**config.mk**
```make
export PLATFORM = sky130hd
export DESIGN_NAME = rfe_enroll_ctrl
export DESIGN_NICKNAME = d
export VERILOG_FILES = /design/src/rtl/rfe_enroll_ctrl.sv
export SDC_FILE = /design/constraint.sdc
export NUM_CORES = 2
export LEC_CHECK = 0
export BUFFER_PORTS_ARGS = -buffer_cell sky130_fd_sc_hd__buf_2
export CAP_MARGIN = 10
export CORE_AREA = 2 2 291 293
export CTS_CLUSTER_SIZE = 24
export DETAILED_ROUTE_END_ITERATION = 10
export DIE_AREA = 0 0 293 295
export MAX_ROUTING_LAYER = met4
export SLEW_MARGIN = 20
export SYNTH_ARGS = -nofsm -noshare
export SYNTH_HDL_FRONTEND = slang
export SYNTH_SLANG_ARGS = --single-unit
```
**constraint.sdc**
```tcl
create_clock -name clk -period 4.5 [get_ports clk]
set_input_delay 0 -clock clk [delete_from_list [all_inputs] [get_ports clk]]
set_output_delay 0 -clock clk [all_outputs]
set_load 0.1 [all_outputs]
```
**src/rtl/rfe_enroll_ctrl.sv**
```systemverilog
// Enrollment controller: triggers the helper-data generator, retries on timeout,
// then streams the captured helper data out as 32-bit words with a valid/ready handshake.
module rfe_enroll_ctrl #(
    parameter int unsigned BLOCKS    = 22,
    parameter int unsigned N         = 32,
    parameter int unsigned TIMEOUT   = 255,
    parameter int unsigned MAX_RETRY = 3
) (
    input  logic                  clk,
    input  logic                  rst_n,
    input  logic                  start,
    output logic                  gen_enable,
    input  logic                  gen_complete,
    input  logic [BLOCKS*N-1:0]   gen_helper,
    output logic                  out_valid,
    input  logic                  out_ready,
    output logic [31:0]           out_data,
    output logic                  out_last,
    output logic                  busy,
    output logic                  done,
    output logic                  error
);

    localparam int unsigned WORDS = BLOCKS * N / 32;
    localparam int unsigned IDXW  = (WORDS > 1) ? $clog2(WORDS) : 1;
    localparam int unsigned CW    = $clog2(TIMEOUT);
    localparam int unsigned RW    = $clog2(MAX_RETRY + 2);

    typedef enum logic [2:0] {
        StIdle,
        StTrig,
        StWait,
        StStream,
        StDone
    } state_e;

    state_e                  state_q;
    logic [WORDS-1:0][31:0]  helper_q;
    logic [IDXW-1:0]         idx_q;
    logic [IDXW-1:0]         idx_inc;
    logic [CW-1:0]           cnt_q;
    logic [RW-1:0]           retry_q;

    assign idx_inc = idx_q + 1'b1;

    always_ff @(posedge clk or negedge rst_n) begin
        if (!rst_n) begin
            state_q    <= StIdle;
            helper_q   <= '0;
            idx_q      <= '0;
            cnt_q      <= '0;
            retry_q    <= '0;
            gen_enable <= 1'b0;
            out_valid  <= 1'b0;
            out_data   <= '0;
            out_last   <= 1'b0;
            busy       <= 1'b0;
            done       <= 1'b0;
            error      <= 1'b0;
        end else begin
            gen_enable <= 1'b0;
            done       <= 1'b0;
            unique case (state_q)
                StIdle: begin
                    if (start) begin
                        state_q    <= StTrig;
                        gen_enable <= 1'b1;
                        busy       <= 1'b1;
                        error      <= 1'b0;
                        retry_q    <= '0;
                    end
                end
                StTrig: begin
                    state_q <= StWait;
                    cnt_q   <= '0;
                end
                StWait: begin
                    // Completion takes priority over an expiry in the same cycle.
                    if (gen_complete) begin
                        state_q   <= StStream;
                        helper_q  <= gen_helper;
                        idx_q     <= '0;
                        out_valid <= 1'b1;
                        out_data  <= gen_helper[31:0];
                        out_last  <= (WORDS == 1);
                    end else if (cnt_q == CW'(TIMEOUT - 1)) begin
                        if (retry_q < RW'(MAX_RETRY)) begin
                            retry_q    <= retry_q + 1'b1;
                            state_q    <= StTrig;
                            gen_enable <= 1'b1;
                        end else begin
                            state_q <= StIdle;
                            error   <= 1'b1;
                            busy    <= 1'b0;
                        end
                    end else begin
                        cnt_q <= cnt_q + 1'b1;
                    end
                end
                StStream: begin
                    if (out_ready) begin
                        if (out_last) begin
                            state_q   <= StDone;
                            out_valid <= 1'b0;
                            out_last  <= 1'b0;
                            out_data  <= '0;
                            done      <= 1'b1;
                        end else begin
                            idx_q    <= idx_inc;
                            out_data <= helper_q[idx_inc];
                            out_last <= (idx_inc == IDXW'(WORDS - 1));
                        end
                    end
                end
                StDone: begin
                    state_q <= StIdle;
                    busy    <= 1'b0;
                end
                default: begin
                    state_q <= StIdle;
                end
            endcase
        end
    end

endmodule

```
# Word level (Yosys, flattened, before mapping)
# Index checks and enable logic that the tools add are counted.
[word_totals]
mem_count = 0
latchBits = 0
regBits = 761
word_cells = 120
rom_bits = 0
ram_bits = 0
[op_classes]
eq_ne = 17
bitwise = 0
mux = 51
addsub = 3
div_mod_pow = 0
magnitude_cmp = 2
n_reduce_logical = 14
n_shift = 0
n_mul = 0
[op_table]
columns = ["operator", "count"]
rows = [
  ["binary-select mux 32 bit (select 5 bit)", 1],
  ["two-way mux 32 bit", 4],
  ["one-hot mux 32 bit (2 select lines)", 1],
  ["two-way mux 3 bit", 9],
  ["two-way mux 1 bit", 22],
  ["inequality test 2 bit, second input constant", 10],
  ["two-way mux 8 bit", 2],
  ["one-hot mux 8 bit (2 select lines)", 1],
  ["two-way mux 5 bit", 3],
  ["AND reduction 5 bit", 3],
  ["one-hot mux 3 bit (4 select lines)", 1],
  ["AND reduction 4 bit", 3],
  ["one-hot mux 5 bit (2 select lines)", 1],
  ["adder 8 x 1 -> 8 bit, second input constant", 1],
  ["== test 8 bit, second input constant", 1],
  ["one-hot mux 1 bit (2 select lines)", 4],
  ["== test 3 x 2 -> 1 bit, second input constant", 2],
  ["less-than comparator 5 x 6 -> 1 bit, second input constant", 1],
  ["one-hot mux 3 bit (2 select lines)", 1],
  ["AND reduction 3 bit", 2],
  ["nonzero test 2 bit", 3],
  ["adder 5 x 1 -> 5 bit, second input constant", 1],
  ["== test 5 bit, second input constant", 1],
  ["adder 3 x 1 -> 3 bit, second input constant", 1],
  ["8 further kinds", 8],
]

# Logic depth before layout (Yosys ltp)
[logic_depth]
word_depth = 6
depth_mapped = 13

# Worst setup path before layout
# Ideal clock, no wire load.
[synth_timing]
path_kind = "flip-flop to flip-flop"
startpoint = "reg idx_q[0]"
endpoint = "reg out_data[12]"
stages_incl_launch_ff = 12
setup_ns = 0.136
arrival_time_ns = 2.577
period_less_slack_ns = 2.714
setup_slack_ns = 1.786
n_path_buf = 6
path_cell_list = "dfrtp_1 buf_6 buf_6 buf_6 buf_2 inv_1 ha_1 buf_2 clkbuf_1 mux2_2 a221oi_1 a211oi_1"
[synth_via]
elab_chain_len = 6
[synth_rtl]
columns = ["item", "line_no", "text"]
rows = [
  ["start, declared", "39", "logic [IDXW-1:0] idx_q;"],
  ["start signal, assigned", "109", "idx_q <= idx_inc;"],
  ["adder 5 x 1 -> 5 bit", "44", "assign idx_inc = idx_q + 1'b1;"],
  ["binary-select mux 32 bit (select 5 bit)", "110", "out_data <= helper_q[idx_inc];"],
  ["two-way mux 32 bit (not written as such)", "110", ""],
  ["two-way mux 32 bit", "102", "if (out_last) begin"],
  ["two-way mux 32 bit", "101", "if (out_ready) begin"],
  ["one-hot mux 32 bit (2 select lines)", "63", "unique case (state_q)"],
  ["end signal, assigned", "84", "out_data <= gen_helper[31:0];"],
  ["end signal, assigned", "110", ""],
  ["end, declared", "17", "output logic [31:0] out_data,"],
]
# No other way between the ends. The select of a mux whose other input is x is not followed.
# A chain may end at the register's enable or synchronous reset.

# Worst setup path after layout
[layout_timing]
startpoint = "reg idx_q[1]"
endpoint = "reg out_data[16]"
# Same word-level chain as after synthesis.

==> impl_metrics.json <==
{
  "status": "finished clean",
  "fmax_mhz": 309,
  "finalWirelength_um": 125000,
  "cts-resized-gates": 0,
  "grt_max_degree": 148,
  "dp.cells": 4093,
  "drc": 0,
  "clkSlewWorstSetupHoldPaths_ns": 0.06,
  "fp.dieW_um": 293,
  "worst_pin_slew_ns": 1.07,
  "drive_gt1_frac": 0.470,
  "syn_avg_cell_area_um2": 14.6,
  "synth_area_leaders": "dfrtp_1 54%, mux2_2 23%, mux4_2 9.6%, nand2_1 2.2%, buf_2 1.4%",
  "syn_nets": 3117,
  "ys_ff_latch": 761,
  "place_congestion": 0.903,
  "worstSetupEndpointType": "flop",
  "p_leak_uw": 0.0216,
  "synth.yosys.seq_area_share": 0.544,
  "yosysWarnings": 0,
  "numCtsBuffers": 88,
  "yosysUniqueCellTypes": 56,
  "hold_violations": 0,
  "cts_tree": "built",
  "antenna_found_initial": 52,
  "grt_pass1_vias": 30000,
  "vias": 26800,
  "synthCells": 2403,
  "yosysTopAreaCell": "dfrtp_1",
  "io_pins": 747,
  "critical_path_peak_fanout": 14,
  "cp.arrival_ns": 3.73,
  "start_util": 0.421,
  "io_buffers": 746,
  "dpl_worst_slack_ns": 1.18,
  "yosys-top-cells-count": "761 x dfrtp_1, 725 x mux2_2, 208 x nand2_1",
  "synth_most_common_cell": "dfrtp_1",
  "grt_remaining_overflow": 0,
  "h-tree-depth": 3,
  "cts_root_buffer": "clkbuf_16",
  "coreArea_mm2": 0.0832,
  "place.detailed.hpwl_um": 88000,
  "maxSlewViolCount": 0,
  "clock_sinks": 761,
  "syn_area_mm2": 0.0350,
  "synth_top_area_frac": 0.544,
  "die_y_um": 295,
  "drtIter0Drc": 1560,
  "synth_edf_count": 0,
  "worstPathRequired_ns": 4.99,
  "ant_nets": 0,
  "clkLatencyLatePin_ns": 0.65,
  "instances_no_fill": 5020,
  "dieArea_mm2": 0.0864,
  "rsz0062_at_grt": "false",
  "grt_first_pass_wirelength_um": 185000,
  "slew_headroom": 0.287,
  "min_path_type": "input pin to asynchronous set/reset pin",
  "cap_viol_max_count": 0,
  "wl_per_cell_um": 25.0,
  "async_flop_share": 1.00,
  "crit_type": "flop to flop",
  "post_drt_via_cell_ratio": 5.34,
  "setup_viol": 0,
  "clock_skew_ns": 0.0288,
  "period_needed_ns": 3.24,
  "vdd_drop_max_mv": 0.389,
  "area_growth_pct": 42.6,
  "rows": 106,
  "powerDensity_mw_per_mm2": 684,
  "period_share": 0.720,
  "setup_tns_ns": 0,
  "nNetsFinal": 4525,
  "worst_setup_path_start_kind": "flop",
  "setup_ws_ns": 1.26,
  "groute.usage.overall": 0.298,
  "synthFlopType": "dfrtp_1",
  "dr.pass1.iters": 5,
  "cts_buffer_depth": 3
}
-- final cells by class --
cell class | instances | area, um2
fill | 6392 | 33200
sequential | 761 | 19000
multi-input combinational | 1457 | 15100
timing repair buffer | 1492 | 11300
clock buffer | 127 | 2500
tap | 1080 | 1350
clock inverter | 33 | 382
antenna | 59 | 148
inverter | 11 | 41.3
-- what timing repair did --
item,in CTS,in global routing
setup buffers,0,0
hold buffers,708,0
hold endpoints to repair,844,0
-- layout by cell type, fill, tap and decap left out, types with 5 or more instances in the layout --
master / count
bufinv_16: 6
dfrtp_1: 760
clkbuf_1: 24
diode_2: 59
mux2_2: 725
dlygate4sd3_1: 708
a211oi_1: 12
clkinv_2: 16
nand2_1: 208
mux2i_1: 24
a21oi_1: 62
a22oi_1: 10
buf_4: 21
nor3_1: 5
buf_2: 745
a221oi_1: 23
o21ai_0: 42
nor2_1: 46
clkbuf_16: 88
clkbuf_8: 15
a221oi_2: 9
nand3_1: 48
o311ai_1: 19
mux4_1: 10
buf_12: 17
mux4_2: 150
inv_1: 10
-- power by group --
group	switching, uW	internal (uW)
Combinational	7600	7070
Clock	2960	4220
Sequential	1970	10300
-- stage by stage --
step	total power, uW	util	instance area, um2	hold slack (ns)
final	34200	0.600	49900	0.0129
after global routing	35900	0.600	49900	0.0905
after CTS	34300	0.598	49800	0.0622
after detailed placement	26500	0.479	39800	0.161
after global placement	26100	0.479	39800	0.139
after floorplan	21800	-	35000	-0.296
-- routing by layer --
metal	vias to the layer above	global-route usage	wire length, um
li1	11800	-	-
met1	13700	0.341	47300
met2	963	0.515	65400
met3	286	0.0574	7290
met4	0	0.118	5430
met5	-	-	0
-- sequential cells by signal, summed over array words and instances (netlist names), 3 cells and up --
register	cells
out_data	32
cnt_q	8
state_q	3
idx_q	5
retry_q	3
helper_q	704
-- worst max-delay path, cell delays in order, from the launching register on --
cell and delay [ns]:
dfrtp_1 0.46, ha_1 0.62, nand3_1 0.35, xnor2_2 0.77, o311ai_0 0.57, nand3_1 0.22, a221oi_1 0.09
-- logic make-up after synthesis --
| kind of cell | count (synthesis) | share of synthesized area |
|---|---|---|
| flops | 761 | 0.544 |
| compound gates | 200 | 0.0399 |
| fa+ha+maj | 5 | 0.00179 |
| buf+inv | 185 | 0.0273 |
| mux | 909 | 0.344 |
| xor+xnor | 11 | 0.00297 |
| simple gates | 332 | 0.0400 |
-- final timing paths --
kind / depth (start not counted) / startpoint / endpoint / slack (ns)
setup / recovery: 6 / idx_q[1] / out_data[16] / 1.26
hold / removal: 2 / rst_n / helper_q[469] / 0.01
setup reg to reg: 6 / idx_q[1] / out_data[16] / 1.26
hold reg to reg: 1 / helper_q[90] / helper_q[90] / 0.50
max in group asynchronous: 3 / rst_n / gen_enable / 3.11
min in group clk: 3 / gen_helper[435] / helper_q[435] / 0.11
No activity file was read; power rests on OpenSTA's default activity.
